--- src/rtl/alu_exec_unit.sv ---
// Execute-stage ALU: single-cycle logic/arithmetic, iterative one-bit-per-cycle shifts,
// valid/ready handshake on both sides and a registered zero flag for branch resolution.
module alu_exec_unit #(
  parameter int WIDTH = 32,
  parameter int SHW   = 5
) (
  input  logic             clk,
  input  logic             rst_n,
  input  logic             in_valid,
  output logic             in_ready,
  input  logic [3:0]       alu_ctrl,
  input  logic [WIDTH-1:0] op_a,
  input  logic [WIDTH-1:0] op_b,
  output logic             out_valid,
  input  logic             out_ready,
  output logic [WIDTH-1:0] result,
  output logic             zero,
  output logic             bad_op
);

  localparam logic [3:0] OP_AND = 4'b0000;
  localparam logic [3:0] OP_OR  = 4'b0001;
  localparam logic [3:0] OP_ADD = 4'b0010;
  localparam logic [3:0] OP_SUB = 4'b0110;
  localparam logic [3:0] OP_XOR = 4'b0100;
  localparam logic [3:0] OP_SLT = 4'b0111;
  localparam logic [3:0] OP_SLL = 4'b0101;
  localparam logic [3:0] OP_SRL = 4'b0011;
  localparam logic [3:0] OP_SRA = 4'b1101;

  typedef enum logic [1:0] {
    IDLE  = 2'd0,
    SHIFT = 2'd1,
    DONE  = 2'd2
  } state_t;

  state_t           r_state, w_next_state;
  logic [WIDTH-1:0] r_acc, w_next_acc;
  logic [SHW-1:0]   r_cnt, w_next_cnt;
  logic [3:0]       r_ctrl, w_next_ctrl;
  logic             r_zero, w_next_zero;
  logic             r_bad, w_next_bad;

  logic [SHW-1:0]   w_shamt;
  logic             w_lt;
  logic [WIDTH-1:0] w_alu;
  logic             w_is_shift;
  logic             w_illegal;
  logic [WIDTH-1:0] w_shifted;

  assign w_shamt = op_b[SHW-1:0];
  assign w_lt    = $signed(op_a) < $signed(op_b);

  always_comb begin
    w_alu      = '0;
    w_is_shift = 1'b0;
    w_illegal  = 1'b0;
    case (alu_ctrl)
      OP_AND: w_alu = op_a & op_b;
      OP_OR:  w_alu = op_a | op_b;
      OP_ADD: w_alu = op_a + op_b;
      OP_SUB: w_alu = op_a - op_b;
      OP_XOR: w_alu = op_a ^ op_b;
      OP_SLT: w_alu = {{(WIDTH-1){1'b0}}, w_lt};
      OP_SLL, OP_SRL, OP_SRA: begin
        w_alu      = op_a;
        w_is_shift = 1'b1;
      end
      default: w_illegal = 1'b1;
    endcase
  end

  // One-bit step of the shift captured at acceptance; SRA replicates the sign bit.
  always_comb begin
    case (r_ctrl)
      OP_SLL:  w_shifted = {r_acc[WIDTH-2:0], 1'b0};
      OP_SRL:  w_shifted = {1'b0, r_acc[WIDTH-1:1]};
      default: w_shifted = {r_acc[WIDTH-1], r_acc[WIDTH-1:1]};
    endcase
  end

  always_comb begin
    w_next_state = r_state;
    w_next_acc   = r_acc;
    w_next_cnt   = r_cnt;
    w_next_ctrl  = r_ctrl;
    w_next_zero  = r_zero;
    w_next_bad   = r_bad;
    case (r_state)
      IDLE: begin
        if (in_valid) begin
          w_next_ctrl = alu_ctrl;
          w_next_acc  = w_alu;
          w_next_bad  = w_illegal;
          w_next_zero = (w_alu == '0);
          if (w_is_shift && (w_shamt != '0)) begin
            w_next_cnt   = w_shamt;
            w_next_state = SHIFT;
          end else begin
            w_next_state = DONE;
          end
        end
      end
      SHIFT: begin
        w_next_acc = w_shifted;
        w_next_cnt = r_cnt - {{(SHW-1){1'b0}}, 1'b1};
        if (r_cnt == {{(SHW-1){1'b0}}, 1'b1}) begin
          w_next_zero  = (w_shifted == '0);
          w_next_state = DONE;
        end
      end
      DONE: begin
        if (out_ready) w_next_state = IDLE;
      end
      default: w_next_state = IDLE;
    endcase
  end

  always_ff @(posedge clk or negedge rst_n) begin
    if (!rst_n) begin
      r_state <= IDLE;
      r_acc   <= '0;
      r_cnt   <= '0;
      r_ctrl  <= '0;
      r_zero  <= 1'b0;
      r_bad   <= 1'b0;
    end else begin
      r_state <= w_next_state;
      r_acc   <= w_next_acc;
      r_cnt   <= w_next_cnt;
      r_ctrl  <= w_next_ctrl;
      r_zero  <= w_next_zero;
      r_bad   <= w_next_bad;
    end
  end

  assign in_ready  = (r_state == IDLE);
  assign out_valid = (r_state == DONE);
  assign result    = r_acc;
  assign zero      = r_zero;
  assign bad_op    = r_bad;

endmodule

--- config.mk ---
export PLATFORM = sky130hd
export DESIGN_NAME = alu_exec_unit
export DESIGN_NICKNAME = d
export VERILOG_FILES = /design/src/rtl/alu_exec_unit.sv
export SDC_FILE = /design/constraint.sdc
export NUM_CORES = 1
export LEC_CHECK = 0
export ABC_AREA = 1
export CAP_MARGIN = 20
export CELL_PAD_IN_SITES_DETAIL_PLACEMENT = 1
export CELL_PAD_IN_SITES_GLOBAL_PLACEMENT = 2
export CORE_ASPECT_RATIO = 1.1
export CORE_MARGIN = 10
export CORE_UTILIZATION = 31
export CTS_CLUSTER_SIZE = 20
export DETAILED_ROUTE_END_ITERATION = 10
export DONT_BUFFER_PORTS = 1
export PLACE_DENSITY = 0.85
export SYNTH_ARGS = -nofsm -noshare
export SYNTH_HDL_FRONTEND = slang
export SYNTH_SLANG_ARGS = --single-unit
--- constraint.sdc ---
create_clock -name clk -period 1.8 [get_ports clk]
set_input_delay 0.54 -clock clk [delete_from_list [all_inputs] [get_ports clk]]
set_output_delay 0.54 -clock clk [all_outputs]
set_load 0.1 [all_outputs]
==> PnR_summary.wiki <==
{| class="wikitable"
! Metric !! Value
|-
| Power density over cell area || 883 nW/um^2
|-
| 1st-pass router iterations || 5
|-
| Rows || 66
|-
| Power share of the sequential group || 13.7%
|-
| Synth cell types || 44
|-
| Static leakage || 8.27 nW
|-
| Share of cells above drive strength 1 || 44.0%
|-
| Post-layout instance area || 15600 sq um
|-
| Violated checks || negative setup slack
|-
| Type of element launching the critical path || input pin
|-
| Filler-free cell count of the finished design || 2469
|-
| Max-Slew Margin vs Limit || 54.8%
|-
| DIE WIDTH || 186 microns
|-
| Switching part of the total || 57.7%
|-
| Routability congestion estimate from global placement || 0.946
|-
| ANT cells || 0
|-
| Die Span Y || 203 microns
|-
| HPWL after detailed placement || 39600 microns
|-
| Source of the critical timing path || op_b[1]
|-
| Initial antenna violation count || 0
|-
| Yosys warnings || 0
|-
| Depth of the CTS H-tree || 2
|-
| Clock tree from TritonCTS || built
|-
| Result of the run || finished, violations left
|-
| Initial Utilization || 31.6%
|-
| Clock Path Buffers || 2
|-
| Worst Max-Slew Pin Slew || 0.678 ns
|-
| Net switching power of the design || 7.98 mW
|-
| Unrepaired setup endpoints after global routing || yes
|-
| Data required, critical path || 2.03 ns
|-
| Total congestion overflow after global routing || 0
|-
| Placed cell count || 2418
|-
| Global-route total usage across every layer || 25.3%
|-
| Area of combinational cells with multiple inputs || 8960 sq um
|-
| Internal power component || 5.83 mW
|-
| Via count of the first global-routing pass || 14100
|-
| Worst setup EP type || flop
|-
| Register bit total from synthesis || 45
|-
| Data arrival time of the worst path || 2.76 ns
|-
| Time the final worst path needs with I/O delays and setup || 2.53 ns
|-
| Sequential element share of the synthesized area || 12.0%
|-
| Area of all sequential standard cells || 1130 sq um
|-
| DRT iter0 DRCs || 816
|-
| Drc violations || 0
|-
| Hold Violations, Final || 0
|-
| Count of filler cells inserted in the layout || 3885
|-
| R2R Path End || zero$_DFFE_PN0P_
|-
| WL final || 51400 microns
|-
| Post-route fraction of the period consumed by the critical path || 141%
|-
| Logic depth of the worst register-to-register path || 13
|-
| Worst VDD drop || 0.000793 V
|-
| Critical path class || in2reg
|-
| Mean routed wirelength per cell || 20.8 microns
|-
| Total standard cell area after synthesis || 9400 sq um
|-
| Total Power Consumption || 13.8 mW
|-
| Startpoint of the lowest-slack register-to-register path || r_ctrl[3]$_DFFE_PN0P_
|-
| Via-per-instance ratio || 5.33
|-
| Total die area || 37700 sq um
|-
| Final Setup Violations || 33
|-
| Net Count, Synth || 1892
|-
| Gate count of the mapped netlist || 1708
|-
| Final setup skew || 0.00731 ns
|-
| R2r setup slk || -0.53 ns
|-
| Maximum frequency from static timing analysis || 395 MHz
|-
| Pin count of the biggest net entering global routing || 46
|-
| Core Area || 29700 sq um
|-
| Post-Route Utilization || 52.6%
|-
| Combinational share of power || 77.6%
|-
| Timing endpoint of the critical path || zero$_DFFE_PN0P_
|-
| Clock Tree Root || sky130_fd_sc_hd__clkbuf_16
|-
| Area added between synthesis and finish || 66.3%
|-
| Max-capacitance violation count || 0
|-
| Clock sink total || 45
|-
| Nets || 2278
|-
| Standard cell area after detailed placement || 13300 sq um
|-
| Syn_area_per_cell || 5.51 sq um
|-
| PortBufs || 0
|-
| Global-route wire length before repair || 76100 microns
|-
| Proportion of power drawn by the clock network || 8.7%
|-
| Antenna-violating nets left || 0
|-
| Hold Crit Class || in2async
|-
| Vias || 13200
|-
| Clock latency on the worst-skew pair || 0.29 ns
|-
| I/O pin count || 108
|-
| Max FO, Critical Path || 4
|-
| Final critical-path setup slack || -0.733 ns
|-
| Number of buffers added by the clock tree synthesis step || 5
|-
| CTS clock-pin slew for the worst setup and hold paths || 0.07 ns
|-
| Number of slew-limit violations in the final report || 0
|}
## worst min path at each step
stage / cells after the start / to / slack (ns) / start
final: 1 / r_ctrl[3]$_DFFE_PN0P_ / 0.09 / rst_n
after global routing: 1 / r_cnt[3]$_DFFE_PN0P_ / 0.1 / rst_n
after CTS: 1 / result[10]$_DFFE_PN0P_ / 0.09 / rst_n
after detailed placement: 0 / r_cnt[4]$_DFFE_PN0P_ / 0.25 / rst_n
after global placement: 0 / r_cnt[3]$_DFFE_PN0P_ / 0.25 / rst_n
after floorplan: 0 / bad_op$_DFFE_PN0P_ / 0.24 / rst_n
## state kept, by name, summed over array words and instances (netlist names)
register,flops
bad_op,1
result,32
r_cnt,5
r_state,2
zero,1
r_ctrl,4
## cell type report
| type | instances | area share (%) |
|---|---|---|
| clock buffer | 5 | 0.800 |
| clock inverter | 3 | 0.416 |
| inverter | 326 | 8.34 |
| multi-input combinational | 1282 | 57.3 |
| sequential | 45 | 7.20 |
| tap | 374 | 2.99 |
| timing repair buffer | 434 | 22.9 |
## critical path, cell delays in order
cell	delay (ns)
sky130_fd_sc_hd__clkinvlp_4	0.10
sky130_fd_sc_hd__buf_4	0.16
sky130_fd_sc_hd__fa_2	0.52
sky130_fd_sc_hd__inv_1	0.04
sky130_fd_sc_hd__nand2_1	0.08
sky130_fd_sc_hd__nand3_1	0.12
sky130_fd_sc_hd__nor2_2	0.19
sky130_fd_sc_hd__nand3_2	0.13
sky130_fd_sc_hd__nor3_2	0.21
sky130_fd_sc_hd__nand3_1	0.12
sky130_fd_sc_hd__nor2_2	0.10
sky130_fd_sc_hd__nand3_1	0.10
sky130_fd_sc_hd__nor2_2	0.13
sky130_fd_sc_hd__nand3_1	0.11
sky130_fd_sc_hd__a21oi_2	0.12
## per-stage QoR
step	hold WS [ns]	TNS [ns]	setup slack [ns]
2_1_floorplan	0.244	-5.97	-0.564
6_report	0.0902	-12.66	-0.733
3_5_place_dp	0.246	-26.34	-1.19
5_1_grt	0.0985	-16.18	-0.926
3_3_place_gp	0.246	-23.75	-1.14
4_1_cts	0.0939	-9.92	-0.591
## routing by layer
layer  vias up  part of all wire (%)  global-route usage, %
met5         -                     0                      0
met4         0                   4.3                   8.16
met3       139                   5.5                   3.05
met2       436                    50                   46.1
met1      6434                    40                   29.9
li1       6153                     -                      -
## cells by family after synthesis
logic type | after synthesis | share of synthesized area, %
AOI/OAI and AO/OA | 199 | 13.2
xor gates and xnor gates | 4 | 0.373
adders and majority gates | 112 | 15.1
buffers and inverters | 381 | 16.5
DFF | 45 | 12.0
muxes | 1 | 0.106
and+or+nand+nor | 966 | 42.9
## cells in the mapped netlist
cell type / instances / share of area, %
sky130_fd_sc_hd__a21oi_1: 52 / 2.8
sky130_fd_sc_hd__a21oi_2: 2 / 0.19
sky130_fd_sc_hd__a221o_1: 1 / 0.11
sky130_fd_sc_hd__a221oi_1: 18 / 1.7
sky130_fd_sc_hd__a221oi_2: 1 / 0.16
sky130_fd_sc_hd__a22oi_1: 2 / 0.16
sky130_fd_sc_hd__a31oi_1: 1 / 0.067
sky130_fd_sc_hd__and2_1: 1 / 0.067
sky130_fd_sc_hd__and2b_1: 1 / 0.080
sky130_fd_sc_hd__buf_1: 3 / 0.12
sky130_fd_sc_hd__buf_2: 25 / 1.3
sky130_fd_sc_hd__buf_4: 6 / 0.48
sky130_fd_sc_hd__buf_6: 7 / 0.84
sky130_fd_sc_hd__buf_8: 1 / 0.16
sky130_fd_sc_hd__clkbuf_1: 13 / 0.52
sky130_fd_sc_hd__clkinv_1: 1 / 0.040
sky130_fd_sc_hd__dfrtp_1: 45 / 12
sky130_fd_sc_hd__fa_1: 2 / 0.43
sky130_fd_sc_hd__ha_1: 110 / 15
sky130_fd_sc_hd__inv_1: 313 / 12
sky130_fd_sc_hd__inv_2: 12 / 0.48
sky130_fd_sc_hd__mux2i_1: 1 / 0.11
sky130_fd_sc_hd__nand2_1: 572 / 23
sky130_fd_sc_hd__nand2_2: 9 / 0.60
sky130_fd_sc_hd__nand2_4: 1 / 0.12
sky130_fd_sc_hd__nand3_1: 150 / 8.0
sky130_fd_sc_hd__nand3_2: 4 / 0.43
sky130_fd_sc_hd__nand3b_1: 5 / 0.40
sky130_fd_sc_hd__nand4_1: 21 / 1.4
sky130_fd_sc_hd__nor2_1: 166 / 6.6
sky130_fd_sc_hd__nor2_2: 9 / 0.60
sky130_fd_sc_hd__nor2_4: 1 / 0.12
sky130_fd_sc_hd__nor3_1: 15 / 0.80
sky130_fd_sc_hd__nor3_2: 2 / 0.21
sky130_fd_sc_hd__nor4_1: 8 / 0.53
sky130_fd_sc_hd__o211ai_1: 21 / 1.7
sky130_fd_sc_hd__o21ai_0: 54 / 2.9
sky130_fd_sc_hd__o21ai_1: 4 / 0.21
sky130_fd_sc_hd__o21bai_1: 8 / 0.64
sky130_fd_sc_hd__o221ai_1: 12 / 1.1
sky130_fd_sc_hd__o22ai_1: 23 / 1.5
sky130_fd_sc_hd__or2_2: 1 / 0.067
sky130_fd_sc_hd__xnor2_1: 3 / 0.28
sky130_fd_sc_hd__xor2_1: 1 / 0.093
## cells in the final DEF, fill, tap and decap left out, types with 8 or more instances in the layout
cell	count
sky130_fd_sc_hd__a21oi_1	27
sky130_fd_sc_hd__a21oi_2	15
sky130_fd_sc_hd__a21oi_4	12
sky130_fd_sc_hd__a221oi_1	17
sky130_fd_sc_hd__buf_12	10
sky130_fd_sc_hd__buf_4	375
sky130_fd_sc_hd__buf_6	47
sky130_fd_sc_hd__dfrtp_1	45
sky130_fd_sc_hd__ha_1	78
sky130_fd_sc_hd__ha_4	29
sky130_fd_sc_hd__inv_1	242
sky130_fd_sc_hd__inv_2	65
sky130_fd_sc_hd__inv_4	11
sky130_fd_sc_hd__nand2_1	420
sky130_fd_sc_hd__nand2_2	103
sky130_fd_sc_hd__nand2_4	58
sky130_fd_sc_hd__nand3_1	86
sky130_fd_sc_hd__nand3_2	48
sky130_fd_sc_hd__nand3_4	20
sky130_fd_sc_hd__nand4_1	21
sky130_fd_sc_hd__nor2_1	95
sky130_fd_sc_hd__nor2_2	41
sky130_fd_sc_hd__nor2_4	40
sky130_fd_sc_hd__nor3_1	8
sky130_fd_sc_hd__nor4_1	8
sky130_fd_sc_hd__o211ai_1	21
sky130_fd_sc_hd__o21ai_0	46
sky130_fd_sc_hd__o21ai_1	8
sky130_fd_sc_hd__o22ai_1	23
## power groups by stage
| stage | sequential (mW) | combinational, mW | clock (mW) |
|---|---|---|---|
| 3_5_place_dp | 1.87 | 9.45 | 0 |
| 6_report | 1.89 | 10.7 | 1.21 |
| 2_1_floorplan | 4.30 | 3.50 | 0 |
| 3_3_place_gp | 1.84 | 9.23 | 0 |
| 4_1_cts | 1.86 | 10.1 | 1.22 |
| 5_1_grt | 1.95 | 11.3 | 1.25 |
## timing repair
item	CTS	global route
hold buffers	1	0
cloned	0	0
hold endpoints to repair	45	0
pin swaps	105	104
buffers inserted	32	27
gates resized for setup	281	199
endpoints found under the setup margin	33	40
No activity file was read; power rests on OpenSTA's default activity.
